File: src/rtl/tow_scoreboard.sv
// rtl/tow_scoreboard.sv - tug-of-war match scoreboard: per-round scoring, 7-seg digits, round restart, match end
module tow_scoreboard #(
    parameter int WIN_SCORE   = 7,
    parameter int HOLD_CYCLES = 4,
    parameter int HOLD_W      = 3
) (
    input  logic       clk,
    input  logic       reset,
    input  logic [1:0] winner,
    output logic       round_reset,
    output logic [3:0] score_l,
    output logic [3:0] score_r,
    output logic [6:0] hex_l,
    output logic [6:0] hex_r,
    output logic       match_over,
    output logic [1:0] match_winner
);

    typedef enum logic [2:0] {
        PLAY     = 3'd0,
        HOLD     = 3'd1,
        RESTART  = 3'd2,
        WAIT_CLR = 3'd3,
        DONE     = 3'd4
    } state_t;

    localparam logic [3:0]        WIN_VAL   = 4'(WIN_SCORE);
    localparam logic [HOLD_W-1:0] HOLD_LOAD = HOLD_W'(HOLD_CYCLES - 1);

    state_t            state, state_nx;
    logic [HOLD_W-1:0] hold_cnt, hold_cnt_nx;
    logic [3:0]        score_l_nx, score_r_nx;
    logic              round_reset_nx;
    logic              l_won, r_won;

    assign l_won = (score_l == WIN_VAL);
    assign r_won = (score_r == WIN_VAL);

    always_ff @(posedge clk or negedge reset) begin
        if (!reset) begin
            state       <= PLAY;
            hold_cnt    <= '0;
            score_l     <= '0;
            score_r     <= '0;
            round_reset <= 1'b0;
        end else begin
            state       <= state_nx;
            hold_cnt    <= hold_cnt_nx;
            score_l     <= score_l_nx;
            score_r     <= score_r_nx;
            round_reset <= round_reset_nx;
        end
    end

    // The pulse is registered from RESTART, so it appears one edge after entering it.
    always_comb begin
        state_nx       = state;
        hold_cnt_nx    = hold_cnt;
        score_l_nx     = score_l;
        score_r_nx     = score_r;
        round_reset_nx = (state == RESTART);
        case (state)
            PLAY: begin
                if (winner == 2'b10 && !l_won) begin
                    score_l_nx  = score_l + 4'd1;
                    hold_cnt_nx = HOLD_LOAD;
                    state_nx    = HOLD;
                end else if (winner == 2'b01 && !r_won) begin
                    score_r_nx  = score_r + 4'd1;
                    hold_cnt_nx = HOLD_LOAD;
                    state_nx    = HOLD;
                end
            end
            HOLD: begin
                if (hold_cnt == '0) begin
                    state_nx = (l_won || r_won) ? DONE : RESTART;
                end else begin
                    hold_cnt_nx = hold_cnt - 1'b1;
                end
            end
            RESTART: state_nx = WAIT_CLR;
            // A winner code still asserted from the finished round must drop before play resumes.
            WAIT_CLR: begin
                if (winner == 2'b00) begin
                    state_nx = PLAY;
                end
            end
            DONE:    state_nx = DONE;
            default: state_nx = PLAY;
        endcase
    end

    assign match_over   = (state == DONE);
    assign match_winner = match_over ? {l_won, r_won & ~l_won} : 2'b00;

    function automatic logic [6:0] seg_decode(input logic [3:0] d);
        case (d)
            4'd0:    seg_decode = 7'b1000000;
            4'd1:    seg_decode = 7'b1111001;
            4'd2:    seg_decode = 7'b0100100;
            4'd3:    seg_decode = 7'b0110000;
            4'd4:    seg_decode = 7'b0011001;
            4'd5:    seg_decode = 7'b0010010;
            4'd6:    seg_decode = 7'b0000010;
            4'd7:    seg_decode = 7'b1111000;
            4'd8:    seg_decode = 7'b0000000;
            4'd9:    seg_decode = 7'b0010000;
            default: seg_decode = 7'b1111111;
        endcase
    endfunction

    assign hex_l = seg_decode(score_l);
    assign hex_r = seg_decode(score_r);

endmodule
File: config.mk
export PLATFORM = sky130hd
export DESIGN_NAME = tow_scoreboard
export DESIGN_NICKNAME = d
export VERILOG_FILES = /design/src/rtl/tow_scoreboard.sv
export SDC_FILE = /design/constraint.sdc
export NUM_CORES = 1
export LEC_CHECK = 0
export ABC_AREA = 1
export BUFFER_PORTS_ARGS = -buffer_cell sky130_fd_sc_hd__buf_2
export CORE_ASPECT_RATIO = 2
export CORE_MARGIN = 2
export CORE_UTILIZATION = 25
export CTS_CLUSTER_SIZE = 12
export DETAILED_ROUTE_END_ITERATION = 12
export PLACE_DENSITY_LB_ADDON = 0.2
export SKIP_LAST_GASP = 1
export SYNTH_ARGS = -nofsm -noshare
export SYNTH_HDL_FRONTEND = slang
export SYNTH_SLANG_ARGS = --single-unit
export TNS_END_PERCENT = 20
File: constraint.sdc
create_clock -name clk -period 1.25 [get_ports clk]
set_input_delay 0.1875 -clock clk [delete_from_list [all_inputs] [get_ports clk]]
set_output_delay 0.1875 -clock clk [all_outputs]
set_load 0.01 [all_outputs]
==> impl_metrics.env <==
export IMPL_yosys_warnings=0
export IMPL_postSynth_asyncResetShare_pct=100.0
export IMPL_core_um2=4775
export IMPL_power_frac_seq_pct=53.2
export IMPL_nNetsFinal=251
export IMPL_p_per_area_nw_per_um2=464.0
export IMPL_htreeDepth=1
export IMPL_p_comb_share_pct=3.7
export IMPL_chipHeight_um=102.9
export IMPL_cts_tree="yes"
export IMPL_finalClockSkew_ns=0.002863
export IMPL_grt_pass1_vias=1176
export IMPL_dp_hpwl_um=2283
export IMPL_holdWs_ns=0.2385
export IMPL_p_leak_nw=0.9587
export IMPL_critPathRequiredTime_ns=1.06
export IMPL_period_share_pct=124.7
export IMPL_grt_max_degree=16
export IMPL_cp_start_kind="flip-flop"
export IMPL_post_synth_cell_area_avg_um2=7.320
export IMPL_io_buffers=29
export IMPL_die_w_um=53.45
export IMPL_synth_edff_count=0
export IMPL_cts_buffer_depth=2
export IMPL_tightest_slew_ns=0.3774
export IMPL_wl_um=2983
export IMPL_start_util_pct=25.60
export IMPL_status="finished with violations"
export IMPL_wl_met3_um=52
export IMPL_p_sw_mw=0.1965
export IMPL_cts_root_buf="clkbuf_8"
export IMPL_maxSlewHeadroom_pct=74.84
export IMPL_wl_met1_um=1411
export IMPL_max_freq_ghz=0.6416
export IMPL_cts_sinks=15
export IMPL_area_growth_syn_to_layout_pct=60.80
export IMPL_place_congestion=0.7783
export IMPL_yosysTopAreaCellShare_pct=30.71
export IMPL_syn_area_um2=1222
export IMPL_cp_data_arrival_time_ns=1.37
export IMPL_first_iter_violations=17
export IMPL_grt_usage_pct=11.94
export IMPL_synth_nets=183
export IMPL_synthDistinctLibCells=26
export IMPL_path_class="reg2out"
export IMPL_insertion_delay_ns=0.25
export IMPL_ios=30
export IMPL_syn_inst=167
export IMPL_final_util_pct=41.17
export IMPL_numCtsBuffers=3
export IMPL_synth_seq_area_share_pct=30.71
export IMPL_power_mw=0.9120
export IMPL_synth_ff_type="dfrtp_1"
export IMPL_antenna_found_initial=0
export IMPL_crit_fanout=5
export IMPL_num_vias=1249
export IMPL_n_antenna_cell=0
export IMPL_fill_cells=525
export IMPL_routedWlPerCell_um=10.25
export IMPL_slew_viol_final=0
export IMPL_p_sw_share_pct=21.55
export IMPL_drc=0
export IMPL_grt_pass1_wl_um=5106
export IMPL_dpl_instance_area_um2=1685
export IMPL_worst_slack_ns=-0.3086
export IMPL_failed_checks="negative setup slack"
export IMPL_ys_ff_latch=15
export IMPL_avgViaCountPerCell=4.292
export IMPL_yosysTopAreaCell="dfrtp_1"
export IMPL_synth_most_common_cell="nand2_1"
export IMPL_fp_row_count=36
export IMPL_fin_crit_ns=1.559
export IMPL_internal_power_mw=0.7155
export IMPL_cap_violations=0
export IMPL_fin_tns_setup_ns=-6.107
export IMPL_clk_transition_reported_paths_ns=0.06
export IMPL_ir_drop_uv=443.3
export IMPL_finalSetupViolations=31
export IMPL_endpoint_kind="output port"
export IMPL_drtPass1Iterations=3
export IMPL_hold_violations=0
export IMPL_dieArea_um2=5499
export IMPL_yosys_top_cells_count="44 x nand2_1, 23 x inv_1, 18 x o21ai_0, 15 x dfrtp_1, 13 x nor2_1"
export IMPL_hold_path_class="in2reg"
export IMPL_rsz0062_at_grt="true"
export IMPL_yosys_top_cells_area="dfrtp_1 31%, nand2_1 14%, ha_1 12%, o21ai_0 7.4%, inv_1 7.1%"
export IMPL_routed_top_layer="met4"
export IMPL_drtAntennaViolNets=0
export IMPL_layout_drive_gt1_share_pct=51.28
export IMPL_p_clk_share_pct=43.1
export IMPL_design_area_um2=1966
export IMPL_gr_total_overflow=0
export IMPL_wl_met2_um=1484
==> timing repair <==
item,4_1_cts,5_1_grt
hold endpoints to repair,15,0
buffers inserted,3,3
pin swaps,9,6
endpoints found under the setup margin,32,32
hold buffers,1,0
resized for setup,36,10
==> power groups by stage <==
stage                     registers (mW)  clock network, mW  logic [mW]
after detailed placement           0.494                  0      0.0328
after CTS                          0.485              0.420      0.0353
final                              0.485              0.393      0.0338
after floorplan                    0.494                  0      0.0136
after global placement             0.494                  0      0.0325
after global routing               0.485              0.434      0.0396
==> registers in the layout, indices dropped and copies added, names as in the netlist <==
| name | count |
|---|---|
| score_r | 4 |
| score_l | 4 |
| round_reset | 1 |
| hold_cnt | 3 |
| state | 3 |
==> final cells by class <==
| class | count | area [um2] | area share, % |
|---|---|---|---|
| multi-input cells | 123 | 917.1 | 46.66 |
| repair buffers | 65 | 439.2 | 22.34 |
| flip-flops and latches | 15 | 382.9 | 19.48 |
| inverters | 27 | 108.9 | 5.538 |
| well taps | 57 | 71.32 | 3.628 |
| clock buffers | 3 | 41.29 | 2.101 |
| clock inverters | 1 | 5.005 | 0.2546 |
==> worst max-delay path, cell delays in order, from the launching register on <==
cell	delay, ns
dfrtp_2	0.46
inv_4	0.11
ha_4	0.21
nand2_2	0.08
inv_2	0.04
o21ai_2	0.09
buf_2	0.14
==> metrics by stage <==
stage	instances	setup WS (ns)
after floorplan	167	-0.04015
after global placement	280	-0.1475
after detailed placement	280	-0.1498
after CTS	288	-0.3151
after global routing	291	-0.3849
final	291	-0.3086
==> kinds of logic after synthesis <==
logic type | count (synthesis) | share of synthesized area [%]
buffers and inverters | 29 | 9.825
adders and majority gates | 12 | 12.28
DFF | 15 | 30.71
xor gates and xnor gates | 5 | 3.583
and+or+nand+nor | 77 | 30.19
AOI/OAI and AO/OA | 29 | 13.41
==> worst paths after layout <==
check / endpoint / depth (start not counted) / slack [ns] / from
setup / recovery: hex_r[3] / 6 / -0.31 / score_r[0]$_DFFE_PN0P_
hold / removal: state[1]$_DFFE_PN0P_ / 3 / 0.24 / winner[1]
setup reg to reg: score_r[2]$_DFFE_PN0P_ / 8 / -0.21 / score_r[0]$_DFFE_PN0P_
hold reg to reg: hold_cnt[1]$_DFFE_PN0P_ / 2 / 0.49 / hold_cnt[1]$_DFFE_PN0P_
max in group asynchronous: score_r[1]$_DFFE_PN0P_ / 2 / 0.57 / reset
min in group asynchronous: hold_cnt[1]$_DFFE_PN0P_ / 2 / 0.38 / reset
==> metal layers <==
metal	up-vias	GRT usage, %
met5	-	0
met4	0	4.142
met3	4	0.8696
met2	13	19.09
met1	565	16.64
li1	667	-
==> placed cells by master, fill, tap and decap left out, drive strengths merged, types with 2 or more instances in the layout <==
master | synthesis | routed
a21oi | 4 | 4
buf | 1 | 64
clkbuf | 1 | 3
dfrtp | 15 | 15
ha | 12 | 12
inv | 27 | 27
nand2 | 46 | 46
nand3 | 14 | 14
nor2 | 16 | 16
o21ai | 20 | 20
xnor2 | 2 | 2
xor2 | 3 | 3
No activity file was read; power rests on OpenSTA's default activity.
